**src/rtl/control_unit.sv**
```systemverilog
// Multi-cycle control FSM for the 16-bit core: sequences fetch, execute and
// memory phases and drives every datapath strobe plus the memory handshake.
module control_unit (
   input  logic        Clock,
   input  logic        nReset,
   input  logic [15:0] Ir,
   input  logic [3:0]  Flags,
   input  logic        MemReady,
   output logic        AluEn,
   output logic        MemEn,
   output logic        PcEn,
   output logic        LrEn,
   output logic        AluWe,
   output logic        IrWe,
   output logic        PcWe,
   output logic [1:0]  PcSel,
   output logic        LrWe,
   output logic        LrSel,
   output logic        RegWe,
   output logic        WdSel,
   output logic [1:0]  RwSel,
   output logic [1:0]  Rs1Sel,
   output logic        Op1Sel,
   output logic        Op2Sel,
   output logic        ImmSel,
   output logic        CFlag,
   output logic        MemAle,
   output logic        MemRead,
   output logic        MemWrite,
   output logic        Halted
);

   typedef enum logic [2:0] {
      S_FETCH  = 3'd0,
      S_LOADIR = 3'd1,
      S_EXEC   = 3'd2,
      S_MEM    = 3'd3,
      S_HALT   = 3'd4
   } state_e;

   state_e state_q;
   state_e state_d;

   logic [3:0] op;
   logic       is_alu;
   logic       is_ldw;
   logic       is_stw;
   logic       is_mem;
   logic       is_br;
   logic       is_bl;
   logic       is_ret;
   logic       is_halt;
   logic       br_take;
   logic       fz, fn, fc, fv;
   logic       unused_ir;

   assign op      = Ir[15:12];
   assign is_alu  = ~op[3];
   assign is_ldw  = (op == 4'b1000);
   assign is_stw  = (op == 4'b1001);
   assign is_mem  = is_ldw | is_stw;
   assign is_br   = (op == 4'b1010);
   assign is_bl   = (op == 4'b1011);
   assign is_ret  = (op == 4'b1100);
   assign is_halt = (op == 4'b1111);

   assign fz = Flags[3];
   assign fn = Flags[2];
   assign fc = Flags[1];
   assign fv = Flags[0];

   // Offset/immediate bits are consumed by the datapath, not here.
   assign unused_ir = ^Ir[7:0];

   assign CFlag = Flags[1];

   always_comb begin
      br_take = 1'b0;
      unique case (Ir[11:8])
         4'd0:    br_take = 1'b1;
         4'd1:    br_take = fz;
         4'd2:    br_take = ~fz;
         4'd3:    br_take = fc;
         4'd4:    br_take = ~fc;
         4'd5:    br_take = fn;
         4'd6:    br_take = ~fn;
         4'd7:    br_take = fv;
         4'd8:    br_take = ~fv;
         4'd9:    br_take = fn ^ fv;
         4'd10:   br_take = ~(fn ^ fv);
         default: br_take = 1'b0;
      endcase
   end

   always_ff @(posedge Clock) begin
      if (!nReset) begin
         state_q <= S_FETCH;
      end else begin
         state_q <= state_d;
      end
   end

   always_comb begin
      state_d = state_q;
      unique case (state_q)
         S_FETCH:  state_d = S_LOADIR;
         S_LOADIR: state_d = MemReady ? S_EXEC : S_LOADIR;
         S_EXEC: begin
            if (is_mem) begin
               state_d = S_MEM;
            end else if (is_halt) begin
               state_d = S_HALT;
            end else begin
               state_d = S_FETCH;
            end
         end
         S_MEM:    state_d = MemReady ? S_FETCH : S_MEM;
         S_HALT:   state_d = S_HALT;
         default:  state_d = S_FETCH;
      endcase
   end

   // All strobes are held low while reset is asserted, whatever the state.
   always_comb begin
      AluEn    = 1'b0;
      MemEn    = 1'b0;
      PcEn     = 1'b0;
      LrEn     = 1'b0;
      AluWe    = 1'b0;
      IrWe     = 1'b0;
      PcWe     = 1'b0;
      PcSel    = 2'b00;
      LrWe     = 1'b0;
      LrSel    = 1'b0;
      RegWe    = 1'b0;
      WdSel    = 1'b0;
      RwSel    = 2'b00;
      Rs1Sel   = 2'b00;
      Op1Sel   = 1'b0;
      Op2Sel   = 1'b0;
      ImmSel   = 1'b0;
      MemAle   = 1'b0;
      MemRead  = 1'b0;
      MemWrite = 1'b0;
      Halted   = 1'b0;
      if (nReset) begin
         unique case (state_q)
            S_FETCH: begin
               PcEn   = 1'b1;
               MemAle = 1'b1;
               PcWe   = 1'b1;
            end
            S_LOADIR: begin
               MemEn   = 1'b1;
               MemRead = 1'b1;
               IrWe    = MemReady;
            end
            S_EXEC: begin
               unique case (1'b1)
                  is_alu: begin
                     AluEn  = 1'b1;
                     AluWe  = 1'b1;
                     RegWe  = 1'b1;
                     Op2Sel = Ir[11];
                  end
                  is_mem: begin
                     AluEn  = 1'b1;
                     Op2Sel = 1'b1;
                     MemAle = 1'b1;
                  end
                  is_bl, (is_br & br_take): begin
                     Op1Sel = 1'b1;
                     Op2Sel = 1'b1;
                     ImmSel = 1'b1;
                     AluEn  = 1'b1;
                     PcSel  = 2'b01;
                     PcWe   = 1'b1;
                     LrWe   = is_bl;
                  end
                  is_ret: begin
                     PcSel = 2'b10;
                     PcWe  = 1'b1;
                  end
                  default: ;
               endcase
            end
            S_MEM: begin
               if (is_ldw) begin
                  MemEn   = 1'b1;
                  MemRead = 1'b1;
                  WdSel   = 1'b1;
                  RegWe   = MemReady;
               end else begin
                  Rs1Sel   = 2'b01;
                  AluEn    = 1'b1;
                  MemWrite = 1'b1;
               end
            end
            S_HALT:  Halted = 1'b1;
            default: ;
         endcase
      end
   end

endmodule

```
**config.mk**
```make
export PLATFORM = sky130hd
export DESIGN_NAME = control_unit
export DESIGN_NICKNAME = d
export VERILOG_FILES = /design/src/rtl/control_unit.sv
export SDC_FILE = /design/constraint.sdc
export NUM_CORES = 1
export LEC_CHECK = 0
export ABC_CLOCK_PERIOD_IN_PS = 1600
export BUFFER_PORTS_ARGS = -buffer_cell sky130_fd_sc_hd__buf_2
export CAP_MARGIN = 30
export CORE_UTILIZATION = 34
export DETAILED_ROUTE_END_ITERATION = 8
export PLACE_DENSITY = 0.8
export SLEW_MARGIN = 20
export SYNTH_ARGS = -nofsm -noshare
export SYNTH_HDL_FRONTEND = slang
export SYNTH_SLANG_ARGS = --single-unit
```
**constraint.sdc**
```tcl
create_clock -name Clock -period 1.6 [get_ports Clock]
set_input_delay 0.32 -clock Clock [delete_from_list [all_inputs] [get_ports Clock]]
set_output_delay 0.32 -clock Clock [all_outputs]
set_load 0.01 [all_outputs]
```
==> metrics.md <==
| Metric | Value |
|---|---|
| Outcome | finished with violations |
| Failing checks | negative setup slack |
| Sw power | around 0.00017 W |
| Die Ht | approximately 43 um |
| Number of synthesized flops with an enable pin | 0 |
| Distinct cells, synth | 36 |
| Most common cell in the netlist | nand2_1 |
| Unrepaired setup endpoints after global routing | true |
| Initial DRT Pass Iterations | 3 |
| Initial core utilization | between 30% and 40% |
| Min-Delay Startpoint | nReset |
| Drt initial violations | 10 |
| Minimum clock period | between 1.5 and 2 ns |
| FF-to-FF path depth | 4 |
| DRC Markers | 0 |
| Antenna viol nets, final | 0 |
| Syn_area_per_cell | ~6.6 sq um |
| Critical Path Source Type | primary input |
| Fin cells | 150 |
| Synth Area in Simple Gates | around two fifths |
| Clk_lat worst skew | 0.24 ns |
| Leak | between 0.4 and 0.5 nW |
| Seq/Total Area, Yosys | a little over a tenth |
| Mapped Area | 577 sq um |
| Metal3 WL | 100 um |
| Overflow after GRT | 0 |
| Cell internal pwr | 0.000295 W |
| CTS Sinks | 3 |
| Synth Area in Compound Gates | between 20% and 30% |
| Slowest CP cell | o221ai_2 |
| Die Area | 1870 sq um |
| Critical Path End Type | output pin |
| DP Area | between 800 and 900 sq um |
| Clock share of power | between 20% and 30% |
| Ports | between 40 and 50 |
| Post-synthesis mux area share | 1.74% |
| Crit-path cells | buf_12, nor2b_4, a211oi_2, nor3_2, o221ai_2, a31oi_1, buf_2 |
| Ys Warns | 0 |
| Reg with most FFs | state_q |
| FF+latch area | approximately 65 sq um |
| Wire per inst | 12.7 um |
| Die W | roughly 43 um |
| R2R Path Start | state_q[1] |
| Primary FF master, synth | dfxtp_1 |
| Top cell type's share of synthesized area | between 10% and 20% |
| Gpl congestion | 0.818 |
| XOR/XNOR Fraction of Synth Area | ~1.5% |
| Antenna violations before repair | 0 |
| Biggest regs | state_q: 3 flops |
| Leading area contributor after synthesis | buf_4 |
| Synth top cells by count | 12 x nand2_1, 10 x buf_4, 10 x nor2_1 |
| Routed vias | 779 |
| First-pass GRT wire length | approximately 2800 um |
| Worst hold stages | 3 |
| Drt total wl | about 1900 um |
| Post-Synth Adder-Cell Area | 0% |
| Port Buffers | 34 |
| Largest net degree at the start of global routing | 9 |
| Syn Inst Count | 88 |
| Vias in the first global route | 677 |
| Layout overhead on the synthesized area | 81.8% |
| Combinational power share | 52.2% |
| Final Max Tran Viols | 0 |
| CTS buffer count | 3 |
| Worst Path Required | approximately 1.3 ns |
| Hold_ws | roughly 0.38 ns |
| Met2 WL | 1030 um |
| DR vias/cell | roughly 5.2 |
| Final Skew | ~0.0017 ns |
| Hold Fails Final Rpt | 0 |
| Max reg flops | 3 |
| Async SR Flop Fraction | 0% |
| Worst setup margin | -0.161 ns |
| Cell Pwr Density | approximately 440 nW/um^2 |
| Proportion of layout cells with a drive suffix above 1 | 62.7% |
| Met1 wire length | 726 um |
| CP Class | in -> out |
| N_diodes | 0 |
| Worst-path clk slew | about 0.030 ns |
| Nets | 158 |
| Max-Cap Viols | 0 |
| Hold crit path type | in -> reg |
| Max frequency | approximately 0.57 GHz |
| Core Region | 1540 sq um |
| Cts hold-fix bufs | 0 |
| Yosys reg bits | 3 |
| Flop pwr share | 18.4% |
| Clock Path Buffers | 2 |
| HPWL Detailed | approximately 1200 um |
| Maximum vdd drop | 354 uV |
| Clock Tree Root | clkbuf_4 |
| Worst Path Arrival | about 1.4 ns |
| Placed insts | approximately 140 |
| Final setup fails | 10 |
| Max Used Layer | met4 |
| Slowest stage delay, CP | 0.29 ns |
| Period Utilization, post-route | 110% |
| Synth area leaders | buf_4 13%, dfxtp_1 10%, nand2_1 7.8% |
| H-tree depth | 1 |
| Area of the multi-input gates | between 500 and 600 sq um |
| Gr usage total | between 10% and 20% |
| Largest family of logic cells by synthesized area | simple AND/OR/NAND/NOR gates |
| Critical-path maximum fanout | 7 |
| Core Rows | 14 |
| CTS tree | yes |
| Post-route cell area | about 1000 sq um |
| Filler Cell Count | roughly 130 |
| Worst setup path startpoint | Ir[8] |
| Net Sw Frac | ~37% |
## power groups by stage
stage               Combinational (W)  Sequential [W]  Clock [W]
floorplan                    0.000116       0.0000839          0
global placement             0.000183       0.0000849          0
detailed placement           0.000186       0.0000853          0
CTS                          0.000220       0.0000843   0.000139
global route                 0.000261       0.0000864   0.000144
finish                       0.000243       0.0000855   0.000137
## cell type report
cell class	instances	share of cell area, %
repair buffers	50	34.2
inverters	5	1.79
flip-flops and latches	3	6.21
clock buffers	4	2.51
well taps	16	1.91
multi-input cells	72	53.3
## kinds of logic after synthesis
kind of cell              Yosys count
DFF                                 3
muxes                               1
AOI/OAI and AO/OA                  21
other                               1
and+or+nand+nor                    44
xor gates and xnor gates            1
buffers and inverters              17
## per-stage QoR
step	total power (W)	utilization, %	setup WS, ns	setup TNS, ns
after global routing	0.000492	68.0	-0.237	-1.86
after global placement	0.000267	54.0	-0.238	-1.42
after floorplan	0.000199	-	-0.0534	-0.193
after CTS	0.000444	63.6	-0.150	-0.863
after detailed placement	0.000271	54.0	-0.301	-1.83
final	0.000465	68.0	-0.161	-1.18
## metal layers
layer / track usage (%) / up-vias
met2: 36.4 / 30
met5: 0 / -
met1: 20.9 / 352
met3: 1.70 / 5
li1: - / 392
met4: 10.9 / 0
## critical path, delay by kind of cell
kind | cells | cell delay, ns
AOI/OAI and AO/OA | 3 | 0.65
buffers and inverters | 2 | 0.26
and+or+nand+nor | 2 | 0.20
## cell usage in the layout (no fill, tap or decap), types with 3 or more instances in the layout
cell	instances
nor2_4	3
buf_2	27
and3_1	3
nand2_2	3
nor2_1	8
nand2_1	9
conb_1	5
buf_4	15
buf_6	5
nor3_2	4
clkbuf_4	3
inv_2	3
a31oi_1	3
## what timing repair did
| action | CTS | global route |
|---|---|---|
| endpoints found under the setup margin | 15 | 15 |
| gates resized for setup | 26 | 19 |
| pin swaps | 12 | 9 |
| setup buffers | 1 | 1 |
## worst paths after layout
kind	to	slack [ns]
max	PcWe	-0.16
min	state_q[2]	0.38
max reg2reg	state_q[2]	0.45
min reg2reg	state_q[2]	0.54
Note: power is estimated with default switching activity, not from simulation.
